$ cat src/rtl/md_pkg.sv
// Shared definitions for the iterative multiply/divide sequencer:
// op encodings, FSM states and fixed constants.
package md_pkg;

    localparam int MD_WIDTH   = 32;
    localparam int MD_CNT_W   = 5;
    localparam int MD_LATENCY = MD_WIDTH + 1;

    typedef enum logic [1:0] {
        MD_MUL   = 2'b00,
        MD_UMULL = 2'b01,
        MD_SMULL = 2'b10,
        MD_UDIV  = 2'b11
    } md_op_t;

    typedef enum logic [1:0] {
        IDLE = 2'b00,
        RUN  = 2'b01,
        DONE = 2'b10
    } md_state_t;

    localparam logic [MD_WIDTH-1:0] DIV0_QUOT = '1;

endpackage

$ cat src/rtl/md_datapath.sv
// Shift-add multiply / restoring divide datapath. A double-width accumulator
// holds {hi, lo}; one iteration per step strobe, sign fix-up on finish.
module md_datapath
    import md_pkg::*;
#(
    parameter int WIDTH = MD_WIDTH
) (
    input  logic             clk,
    input  logic             reset,
    input  logic             load,
    input  logic             step,
    input  logic             finish,
    input  logic             div0,
    input  logic [1:0]       op,
    input  logic [WIDTH-1:0] src_a,
    input  logic [WIDTH-1:0] src_b,
    output logic [WIDTH-1:0] result_lo,
    output logic [WIDTH-1:0] result_hi
);

    logic [2*WIDTH-1:0] acc;
    logic [WIDTH-1:0]   opnd;
    logic               is_div;
    logic               neg;

    logic [2*WIDTH-1:0] step_val;
    logic [2*WIDTH-1:0] final_val;
    logic [WIDTH:0]     shifted_hi;
    logic [WIDTH:0]     trial;
    logic [WIDTH:0]     sum;
    logic               is_smull;
    logic [WIDTH-1:0]   mag_a;
    logic [WIDTH-1:0]   mag_b;

    assign is_smull = (md_op_t'(op) == MD_SMULL);
    assign mag_a    = (is_smull && src_a[WIDTH-1]) ? -src_a : src_a;
    assign mag_b    = (is_smull && src_b[WIDTH-1]) ? -src_b : src_b;

    // NOTE: every variable written here gets a default first, so no path can leave one unassigned and infer a latch.
    always_comb begin
        step_val   = acc;
        shifted_hi = acc[2*WIDTH-1:WIDTH-1];
        trial      = shifted_hi - {1'b0, opnd};
        sum        = {1'b0, acc[2*WIDTH-1:WIDTH]} + (acc[0] ? {1'b0, opnd} : '0);
        if (is_div) begin
            // Remainder stays below the divisor, so a non-negative trial fits in WIDTH bits.
            if (shifted_hi >= {1'b0, opnd})
                step_val = {trial[WIDTH-1:0], acc[WIDTH-2:0], 1'b1};
            else
                step_val = {shifted_hi[WIDTH-1:0], acc[WIDTH-2:0], 1'b0};
        end else begin
            step_val = {sum, acc[WIDTH-1:1]};
        end
        final_val = neg ? -step_val : step_val;
    end

    // NOTE: the working registers are always loaded before use, so they carry no reset; only the visible results do.
    always_ff @(posedge clk) begin
        if (load) begin
            acc    <= {{WIDTH{1'b0}}, mag_a};
            opnd   <= mag_b;
            is_div <= (md_op_t'(op) == MD_UDIV);
            neg    <= is_smull && (src_a[WIDTH-1] ^ src_b[WIDTH-1]);
        end else if (step) begin
            acc <= step_val;
        end
    end

    always_ff @(posedge clk) begin
        if (reset) begin
            result_lo <= '0;
            result_hi <= '0;
        end else if (div0) begin
            result_lo <= DIV0_QUOT;
            result_hi <= src_a;
        end else if (finish) begin
            result_lo <= final_val[WIDTH-1:0];
            result_hi <= final_val[2*WIDTH-1:WIDTH];
        end
    end

endmodule

$ cat src/rtl/md_sequencer.sv
// Execute-stage multiply/divide sequencer: IDLE/RUN/DONE control FSM that
// stalls the pipeline while md_datapath iterates, then pulses MdDoneE.
module md_sequencer
    import md_pkg::*;
#(
    parameter int WIDTH = MD_WIDTH,
    parameter int CNT_W = MD_CNT_W
) (
    input  logic             clk,
    input  logic             reset,
    input  logic             StartE,
    input  logic [1:0]       OpE,
    input  logic [WIDTH-1:0] SrcAE,
    input  logic [WIDTH-1:0] SrcBE,
    input  logic             AbortE,
    output logic             MdStallE,
    output logic             MdDoneE,
    output logic [WIDTH-1:0] ResultLoE,
    output logic [WIDTH-1:0] ResultHiE,
    output logic             WrHiE,
    output logic             BusyE
);

    md_state_t        state_q, state_d;
    logic [CNT_W-1:0] count_q;
    md_op_t           op_q;

    logic load, step, finish, div0;

    assign load   = (state_q == IDLE) && StartE && !AbortE;
    assign div0   = load && (md_op_t'(OpE) == MD_UDIV) && (SrcBE == '0);
    assign step   = (state_q == RUN) && !AbortE;
    assign finish = step && (count_q == CNT_W'(WIDTH - 1));

    // NOTE: sequential state uses non-blocking assignments so every register samples pre-edge values.
    always_ff @(posedge clk) begin
        if (reset) begin
            state_q <= IDLE;
            count_q <= '0;
            op_q    <= MD_MUL;
        end else begin
            state_q <= state_d;
            if (load) begin
                count_q <= '0;
                op_q    <= md_op_t'(OpE);
            end else if (step) begin
                count_q <= count_q + 1'b1;
            end
        end
    end

    always_comb begin
        state_d = state_q;
        if (AbortE) begin
            state_d = IDLE;
        end else begin
            unique case (state_q)
                IDLE:    if (StartE) state_d = div0 ? DONE : RUN;
                RUN:     if (finish) state_d = DONE;
                DONE:    state_d = IDLE;
                default: state_d = IDLE;
            endcase
        end
    end

    always_comb begin
        MdStallE = 1'b0;
        MdDoneE  = 1'b0;
        WrHiE    = 1'b0;
        BusyE    = (state_q != IDLE);
        unique case (state_q)
            IDLE: MdStallE = StartE;
            RUN:  MdStallE = 1'b1;
            DONE: begin
                MdDoneE = 1'b1;
                WrHiE   = (op_q == MD_UMULL) || (op_q == MD_SMULL);
            end
            default: ;
        endcase
    end

    md_datapath #(.WIDTH(WIDTH)) u_datapath (
        .clk       (clk),
        .reset     (reset),
        .load      (load),
        .step      (step),
        .finish    (finish),
        .div0      (div0),
        .op        (OpE),
        .src_a     (SrcAE),
        .src_b     (SrcBE),
        .result_lo (ResultLoE),
        .result_hi (ResultHiE)
    );

endmodule

$ cat config.mk
export PLATFORM = sky130hd
export DESIGN_NAME = md_sequencer
export DESIGN_NICKNAME = d
export VERILOG_FILES = /design/src/rtl/md_pkg.sv /design/src/rtl/md_datapath.sv /design/src/rtl/md_sequencer.sv
export SDC_FILE = /design/constraint.sdc
export NUM_CORES = 1
export LEC_CHECK = 0
export CELL_PAD_IN_SITES_DETAIL_PLACEMENT = 1
export CELL_PAD_IN_SITES_GLOBAL_PLACEMENT = 2
export CORE_MARGIN = 2
export CORE_UTILIZATION = 38
export DETAILED_ROUTE_END_ITERATION = 12
export GPL_TIMING_DRIVEN = 1
export PLACE_DENSITY_LB_ADDON = 0.1
export RECOVER_POWER = 25
export SLEW_MARGIN = 20
export SYNTH_ARGS = -nofsm -noshare
export SYNTH_HDL_FRONTEND = slang
export SYNTH_SLANG_ARGS = --single-unit
$ cat constraint.sdc
create_clock -name clk -period 16.4 [get_ports clk]
set_clock_uncertainty 0.15 [all_clocks]
set_input_delay 1.64 -clock clk [delete_from_list [all_inputs] [get_ports clk]]
set_output_delay 1.64 -clock clk [all_outputs]
set_load 0.1 [all_outputs]
==> results of run 1 <==
==> flip-flops by register name, indices dropped and copies added (netlist names) <==
| signal | flops |
|---|---|
| u_datapath.result_lo | 32 |
| u_datapath.result_hi | 32 |
| u_datapath.is_div | 1 |
| u_datapath.acc | 64 |
| state_q | 2 |
| u_datapath.opnd | 32 |
| count_q | 5 |
| u_datapath.neg | 1 |
| op_q | 2 |
==> logic make-up (layout without fill, tap and decap cells) <==
logic type | count (synthesis) | count (layout) | synth area share, %
compound gates | 577 | 577 | 25.80
simple gates | 683 | 683 | 22.90
mux | 46 | 46 | 3.310
fa+ha+maj | 71 | 71 | 6.175
buf+inv | 173 | 263 | 4.559
flops | 171 | 171 | 27.92
xor+xnor | 156 | 156 | 9.340
==> synthesized netlist by cell type (7+ instances only) <==
library cell,number
a211o_1,7
a211oi_1,60
a21o_1,31
a21oi_1,171
a221oi_1,12
a22oi_1,8
a31oi_1,28
and2_1,46
and3_1,17
buf_1,11
buf_2,8
clkbuf_1,85
dfxtp_1,105
edfxtp_1,66
ha_1,69
inv_1,64
mux2_2,18
mux2i_1,27
nand2_1,188
nand2b_1,12
nand3_1,39
nand4_1,19
nor2_1,180
nor2b_1,12
nor3_1,70
nor4_1,13
o211ai_1,21
o21a_1,16
o21ai_0,109
o31ai_1,31
o41ai_1,7
or2_2,14
or3_1,20
or4_1,13
xnor2_1,83
xor2_1,73
==> metrics by stage <==
stage	utilization, %	worst slack [ns]	total power [uW]	instance area [sq um]	instances
after floorplan	-	11.25	741.2	14630	1877
after global placement	43.55	9.685	888.8	16440	2446
after detailed placement	43.55	9.689	893.1	16440	2446
after CTS	45.14	9.650	1322	17040	2478
after global routing	45.13	9.128	1379	17040	2478
final	45.13	9.583	1326	17040	2478
==> cell type report <==
| cell class | instances | area [sq um] |
|---|---|---|
| Fill cell | 4570 | 20720 |
| Inverter | 68 | 256.5 |
| Clock inverter | 9 | 70.07 |
| Clock buffer | 23 | 533.0 |
| Sequential cell | 171 | 4084 |
| Timing Repair Buffer | 163 | 1558 |
| Tap cell | 511 | 639.4 |
| Multi-Input combinational cell | 1533 | 9898 |
==> where the power goes <==
part           total (uW)  switching, uW  internal [uW]
clock network         430            197            233
logic                 413            270            143
registers             483           20.7            463
total                1330            487            839
==> per-layer routing <==
metal,vias to the layer above,global-route usage [%],part of all wire (%)
li1,7040,-,-
met1,7436,42.33,46
met2,465,46.84,44
met3,83,7.436,7.8
met4,0,8.342,2.4
met5,-,0,0
==> placed cells by master, fill, tap and decap left out, types with 25 or more instances in the layout <==
cell             count
nor2_1             180
a21oi_1            171
clkdlybuf4s50_1     97
nor3_1              70
mux2i_1             27
o31ai_1             31
xnor2_1             83
a21o_1              31
dlygate4sd3_1       39
nand3_1             39
nand2_1            188
buf_4               25
inv_1               64
dfxtp_1            105
edfxtp_1            66
ha_1                69
a211oi_1            60
a31oi_1             27
and2_1              42
o21ai_0            109
xor2_1              73
==> worst max-delay path: stages, from the launching register on <==
cell and delay, ns:
edfxtp_1 0.35, inv_1 0.05, ha_1 0.46, a21o_1 0.24, a31oi_1 0.35, a21oi_1 0.25, a2111o_1 0.57, o31a_1 0.30
buf_4 0.22, a21oi_1 0.34, ha_1 0.26, nand2_1 0.09, or4_1 0.52, a2111oi_0 0.87, nand2_1 0.19, nor2_1 0.23
a21oi_1 0.16, or3_1 0.37, o41ai_1 0.38, xnor2_1 0.21, a21oi_1 0.10
==> worst paths after layout <==
kind / start / to / slack (ns) / cells after the start
max reg2reg: u_datapath.opnd[18] / u_datapath.result_hi[20] / 9.58 / 20
max: u_datapath.opnd[18] / u_datapath.result_hi[20] / 9.58 / 20
min: op_q[1] / op_q[1] / 0.33 / 2
min reg2reg: op_q[1] / op_q[1] / 0.33 / 2
==> key figures, run 1 <==
Die
  • I/O pins: 138
  • Rows: 71
  • Die area: 40,080 sq um
  • Starting Density: 38.75%
  • Core area: 37,760 sq um
  • Chip width: 200.2 um
  • Die H: 200.2 um

Logic synthesis
  • Cell area after synthesis: 14,630 sq um
  • Synth Flop Type: dfxtp_1
  • Synth cell types: 84
  • Area leader, netlist: dfxtp_1
  • Number of cells produced by synthesis: 1,877
  • Syn_nets: 2,018
  • Number of synthesized register bits: 171
  • Register area share after synthesis: 27.92%
  • Average instance area after synthesis: 7.794 sq um
  • Top cell type's share of synthesized area: 14.37%
  • Post-synth ARST share: 0%
  • Synth Warn #: 0
  • Top cells by area, synth: dfxtp_1 (14%), edfxtp_1 (14%), ha_1 (5.9%)
  • Post-synth EDFFs: 66

Clock tree
  • CTS tree: yes
  • Clk_lat worst skew: 0.47 ns
  • Clk buf depth: 2
  • Root Buffer: clkbuf_16
  • Reg clk slew, reported paths: 0.08 ns
  • Setup bufs post-CTS: 0
  • # hold bufs at CTS: 0
  • Clock Sinks: 171
  • Post-cts gate resize count: 0
  • Total CTS buffers: 17
  • Max H-tree Level: 4

Timing
  • Relative slew slack: -35.28%
  • Min Tclk post-route: 6.817 ns
  • TNS Setup: 0 ns
  • Highest Clock Rate: 146.7 MHz
  • Final max-slew violation count: 33
  • RSZ-0062 raised after global routing: no
  • Fin. Hold Viols: 0
  • Final period util: 41.57%
  • Hold WS: 0.3278 ns
  • Slew @ Worst Pin: 2.029 ns
  • Setup-failing EPs final: 0

Layout
  • Area Overhead vs Synth: 16.47%
  • Final nets: 2,095
  • Layout cells sized above 1: 5.796%
  • ANT cells: 0

Detailed routing
  • DR DRC count: 0
  • DRT iter0 DRCs: 1,221
  • Vias/cell: 6.063
  • Routed wire per std cell: 24.89 um
  • Routed Antenna Nets: 0
  • DRT Pass-1 Iters: 7
  • Via count: 15,024
  • Drt total wl: 61,670 um

Place
  • Number of port buffers: 137
  • Placer congestion estimate: 0.9680
  • Dpl hpwl: 48,290 um

Global routing
  • First-pass GRT wire length: 93,520 um
  • Tot GR Track Use: 30.45%
  • Largest net degree at the start of global routing: 75
  • Vias in the first global route: 14,893
  • Initial antenna violation count: 0
  • Grt ovf: 0

Pwr
  • Pwr/cell area: 77.81 nW/um^2
  • Pleak: 0.006442 uW
  • Worst vdd ir: 0.07829 mV

Critical path
  • Setup crit start kind: flip-flop
  • CP required: 16.58 ns
  • Worst setup EP type: flip-flop
  • Critical path class: flip-flop to flip-flop
  • Crit Path Max Fanout: 12
  • Crit path DAT: 6.99 ns

Run
  • Max-cap violations: 1

Min path
  • Hold crit path type: flip-flop to flip-flop

Status
  • Failing checks: max-capacitance violations, max-slew violations
  • Status: finished, violations left
Power figures use the tool's default switching activity.
==> run 2: changes to the inputs <==
CORE_UTILIZATION = 35   (was 38)
clock period = 6.9 ns   (was 16.4 ns; I/O delays follow)
==> run 2 against run 1 <==
- the run still ends with max-capacitance violations, max-slew violations left
- core utilization decreased by 3.3 points
- sequential cell count unchanged
- sequential share of layout area decreased by 0.16 points
- total power increased by 140%
- global-route usage decreased by 1.8 points
- sequential power increased by 140%
- critical path type unchanged
==> key figures, run 2 (same netlist as run 1, synthesis figures left out) <==
Clock tree
  • Post-cts gate resize count: 0
  • Clk_lat worst skew: 0.51 ns
  • CTS tree: yes
  • Clock Sinks: 171
  • Total CTS buffers: 17
  • Clk buf depth: 2
  • Setup bufs post-CTS: 0
  • Reg clk slew, reported paths: 0.09 ns
  • # hold bufs at CTS: 0
  • Max H-tree Level: 4
  • Root Buffer: clkbuf_16

Detailed routing
  • Drt total wl: 62,030 um
  • Routed Antenna Nets: 0
  • Via count: 14,870
  • Vias/cell: 5.924
  • DR DRC count: 0
  • Routed wire per std cell: 24.71 um
  • DRT iter0 DRCs: 1,215
  • DRT Pass-1 Iters: 5

Layout
  • Top reg by flops: u_datapath.acc
  • Non-filler cells, final: 2,510
  • Most frequent cells in the layout: nand2_1 (188), nor2_1 (180), a21oi_1 (171), clkdlybuf4s50_1 (130), o21ai_0 (109)
  • Layout cells sized above 1: 6.421%
  • ANT cells: 0
  • Area Overhead vs Synth: 17.24%
  • Final nets: 2,106
  • Commonest non-fill, non-tap cell in the layout: nand2_1
  • Fin util: 41.82%
  • Largest register FFs: 64

Place
  • Dpl hpwl: 48,880 um
  • Number of port buffers: 137
  • Worst slack at placement: 0.8596 ns
  • Inst Count DP: 2,478
  • Placer congestion estimate: 0.9119

Global routing
  • Tot GR Track Use: 28.64%
  • Vias in the first global route: 14,670
  • Largest net degree at the start of global routing: 75
  • Initial antenna violation count: 1
  • First-pass GRT wire length: 94,340 um
  • Grt ovf: 0

Critical path
  • Crit Path Max Fanout: 12
  • CP cell instances: ha_1 > a21o_1 > a31oi_1 > a21oi_1 > a2111o_1 > o31a_1 > a21oi_1 > ha_1 > nand2_1 > or4_1 > a2111oi_0 > nand2_1 > nor2_1 > a21oi_1 > or3_1 > o41ai_1 > xnor2_1 > a21oi_1
  • R2R depth: 18
  • R2R Path Start: u_datapath.acc[49]
  • Worst setup EP type: flip-flop
  • CP max stage cell: a2111oi_0
  • Setup crit start kind: flip-flop
  • Slowest cell delay on critical path: 0.74 ns
  • Critical path class: flip-flop to flip-flop
  • R2r setup slk: 0.71 ns
  • Worst Setup EP: u_datapath.result_hi[20]
  • CP required: 7.11 ns
  • Crit path DAT: 6.40 ns
  • R2R Path End: u_datapath.result_hi[20]
  • CP Launch Point: u_datapath.acc[49]
  • CP most frequent cell: a21oi_1

Timing
  • Final WS setup: 0.7124 ns
  • Slew @ Worst Pin: 2.117 ns
  • Min Tclk post-route: 6.188 ns
  • Setup-failing EPs final: 0
  • Final period util: 89.67%
  • RSZ-0062 raised after global routing: no
  • Final max-slew violation count: 82
  • Highest Clock Rate: 161.6 MHz
  • TNS Setup: 0 ns
  • Fin. Hold Viols: 0
  • Relative slew slack: -41.88%

Pwr
  • Pwr/cell area: 184.4 nW/um^2
  • Power Total: 3163 uW
  • Worst vdd ir: 0.2419 mV
  • Pleak: 0.006361 uW

Die
  • Chip width: 208.4 um
  • Die H: 208.4 um
  • Starting Density: 35.67%
  • I/O pins: 138
  • Rows: 74
  • Core area: 41,020 sq um
  • Die area: 43,450 sq um

Status
  • Status: finished, violations left
  • Failing checks: max-capacitance violations, max-slew violations

Run
  • Max-cap violations: 2

Min path
  • Hold depth: 2
  • Hold crit path type: flip-flop to flip-flop
[run 2: cell types whose count changed in the layout (fill, tap and decap cells not counted), sizes merged]
| cell | change |
|---|---|
| clkbuf | -6 |
| clkinvlp | +1 |
| buf | +11 |
| inv | +4 |
| clkdlybuf4s50 | +33 |
| dlygate4sd3 | -33 |
| clkinv | +1 |
[run 2: how the worst min path moves through the flow]
stage / startpoint / end / slack (ns)
final: op_q[1] / op_q[1] / 0.34
after floorplan: op_q[0] / op_q[0] / 0.30
after detailed placement: op_q[0] / op_q[0] / 0.33
after global placement: op_q[1] / op_q[1] / 0.31
after CTS: op_q[0] / op_q[0] / 0.34
after global routing: u_datapath.result_lo[11] / u_datapath.result_lo[11] / 0.38
[run 2: layout make-up]
class,count,area (sq um)
fillers,4978,23870
multi-input cells,1533,9897
flip-flops and latches,171,4084
repair buffers,174,1653
well taps,532,665.6
clock buffers,17,425.4
inverters,68,256.5
clock inverters,15,170.2
[run 2: power breakdown]
part	internal (uW)	switching, uW	leakage, uW
combinational	349	633	0.00460
clock	489	540	0.000293
sequential	1100	52.2	0.00147
[run 2: through the flow]
stage               hold slack [ns]  area (sq um)
floorplan                    0.2978         14630
global placement             0.3074         16560
detailed placement           0.3316         16560
CTS                          0.3415         17160
global route                 0.3792         17150
finish                       0.3401         17150
[run 2: critical path: cells and delay by family (launching register included)]
family	cells	cell delay, ns
AOI/OAI and AO/OA	10	3.22
xor gates and xnor gates	1	0.18
adders and majority gates	2	0.68
DFF	1	0.45
and+or+nand+nor	5	1.37
[run 2: metal layers]
metal  vias to the layer above  share of wire, %  track usage (%)
met5                         -                 0                0
met4                         0               1.4            6.500
met3                        44               5.4            3.728
met2                       391                44            44.57
met1                      7369                49            41.89
li1                       7066                 -                -
==> run 3: changes to the inputs <==
clock period = 6.8 ns   (was 6.9 ns; I/O delays follow)
==> run 3 against run 2 <==
- cell count hardly changed
- critical path depth is 1 higher
- register-to-register slack better by 0.03 ns
- largest power group unchanged
- worst setup slack better by 0.027 ns
- sequential power hardly changed
- the flow still finishes with violations (max-capacitance violations, max-slew violations)
- total power is 0.60% higher
- fmax is 2.1% higher
- sequential share of layout area is 0.050 points higher
- critical endpoint unchanged
- clock-buffer cell count is 1 higher
- die area stayed put
==> key figures, run 3 (same netlist as run 1, synthesis figures left out) <==
Status
  • Status: finished, violations left
  • Failing checks: max-capacitance violations, max-slew violations

Pwr
  • Sw Pwr: 1209 uW
  • Int Pwr: 1973 uW
  • Pleak: 0.006336 uW
  • Sequential share of power: 36.7%
  • Gate power share: 31.1%
  • Pwr/cell area: 185.9 nW/um^2
  • Clock power frac: 32.1%
  • Worst vdd ir: 0.1565 mV
  • Sw frac: 38.00%

Place
  • Number of port buffers: 137
  • Worst slack at placement: 0.7612 ns
  • Placer congestion estimate: 0.9305
  • Dpl hpwl: 48,990 um
  • Inst Count DP: 2,477

Detailed routing
  • DR DRC count: 0
  • DRT Pass-1 Iters: 5
  • DRT iter0 DRCs: 1,195
  • Routed wire per std cell: 24.72 um
  • Via count: 14,915
  • Routed Antenna Nets: 0
  • Vias/cell: 5.945
  • Drt total wl: 62,030 um

Layout
  • Top reg by flops: u_datapath.acc
  • Commonest non-fill, non-tap cell in the layout: nand2_1
  • Non-filler cells, final: 2,509
  • Most frequent cells in the layout: nand2_1 (188), nor2_1 (180), a21oi_1 (171), clkdlybuf4s50_1 (132), o21ai_0 (109)
  • Final nets: 2,105
  • Area Overhead vs Synth: 16.99%
  • Layout cells sized above 1: 6.373%
  • Largest register FFs: 64
  • ANT cells: 0

Clock tree
  • Clk buf depth: 2
  • Clk_lat worst skew: 0.51 ns
  • Total CTS buffers: 17
  • CTS tree: yes
  • Setup bufs post-CTS: 0
  • Clock Sinks: 171
  • # hold bufs at CTS: 0
  • Reg clk slew, reported paths: 0.08 ns
  • Max H-tree Level: 4
  • Post-cts gate resize count: 0
  • Root Buffer: clkbuf_16

Timing
  • Final WS setup: 0.7398 ns
  • Min Tclk post-route: 6.060 ns
  • Highest Clock Rate: 165.0 MHz
  • TNS Setup: 0 ns
  • RSZ-0062 raised after global routing: no
  • Setup-failing EPs final: 0
  • Slew @ Worst Pin: 1.951 ns
  • Fin. Hold Viols: 0
  • Final period util: 89.12%
  • Final max-slew violation count: 76
  • Relative slew slack: -30.08%

Die
  • Core area: 41,020 sq um
  • Die H: 208.4 um
  • I/O pins: 138
  • Rows: 74
  • Starting Density: 35.67%
  • Die area: 43,450 sq um
  • Chip width: 208.4 um

Critical path
  • CP cell instances: inv_1 > ha_1 > a21o_1 > a31oi_1 > a21oi_1 > a2111o_1 > o31a_1 > a21oi_1 > ha_1 > nand2_1 > or4_1 > a2111oi_0 > nand2_1 > nor2_1 > a21oi_1 > or3_1 > o41ai_1 > xnor2_1 > a21oi_1
  • Crit path DAT: 6.28 ns
  • CP most frequent cell: a21oi_1
  • Bufs and invs on worst path: 1
  • Crit Path Max Fanout: 12
  • Setup crit start kind: flip-flop
  • Critical path class: flip-flop to flip-flop
  • Slowest cell delay on critical path: 0.58 ns
  • Cell family with most CP delay: compound AO/OA/AOI/OAI gates
  • Worst setup EP type: flip-flop
  • CP max stage cell: a2111oi_0
  • R2r setup slk: 0.74 ns
  • CP required: 7.02 ns

Min path
  • Hold crit path type: flip-flop to flip-flop

Global routing
  • Tot GR Track Use: 28.73%
  • Vias in the first global route: 14,805
  • First-pass GRT wire length: 94,880 um
  • Initial antenna violation count: 2
  • Grt ovf: 0
  • Largest net degree at the start of global routing: 75

Run
  • Max-cap violations: 2
[run 3: cell types whose count changed in the layout (fill, tap and decap cells not counted)]
| cell | change |
|---|---|
| clkinv_8 | -2 |
| clkinv_4 | -1 |
| buf_12 | -1 |
| clkdlybuf4s50_1 | +2 |
| inv_4 | +2 |
| inv_12 | -1 |
| clkinvlp_4 | +2 |
| inv_8 | -1 |
| dlygate4sd3_1 | -2 |
| clkbuf_16 | +1 |
[run 3: stage by stage]
step                hold slack [ns]  power [uW]  util (%)  instance area [sq um]
detailed placement           0.3115        2165     40.33                  16540
CTS                          0.3222        3196     41.74                  17120
global placement             0.3074        2155     40.33                  16540
finish                       0.3201        3182     41.73                  17120
floorplan                    0.2978        1788         -                  14630
global route                 0.3381        3330     41.73                  17120
[run 3: cell type report]
type | count | area (sq um)
fill | 4979 | 23900
multi-input combinational | 1533 | 9897
timing repair buffer | 173 | 1633
clock inverter | 14 | 128.9
tap | 532 | 665.6
inverter | 68 | 256.5
sequential | 171 | 4084
clock buffer | 18 | 450.4
[run 3: worst min-delay path, cell delays in order, from the launching register on]
cell	delay [ns]
dfxtp_1	0.32
nand2_1	0.05
a21oi_1	0.05
[run 3: worst paths after layout]
path,cells after the start,from,endpoint
max,19,u_datapath.opnd[18],u_datapath.result_hi[20]
max reg2reg,19,u_datapath.opnd[18],u_datapath.result_hi[20]
min,2,op_q[0],op_q[0]
min reg2reg,2,op_q[0],op_q[0]
[run 3: layer usage]
| layer | GRT usage [%] | wire (um) |
|---|---|---|
| met1 | 41.82 | 30430 |
| met2 | 44.39 | 27380 |
| met3 | 4.408 | 3184 |
| met4 | 6.673 | 1034 |
| met5 | 0 | 0 |
[run 3: power by group through the flow]
stage	clock network [uW]	logic, uW	registers, uW
3_5_place_dp	0	976	1190
4_1_cts	1050	984	1170
6_report	1020	991	1170
3_3_place_gp	0	968	1190
5_1_grt	1080	1070	1170
2_1_floorplan	0	622	1170
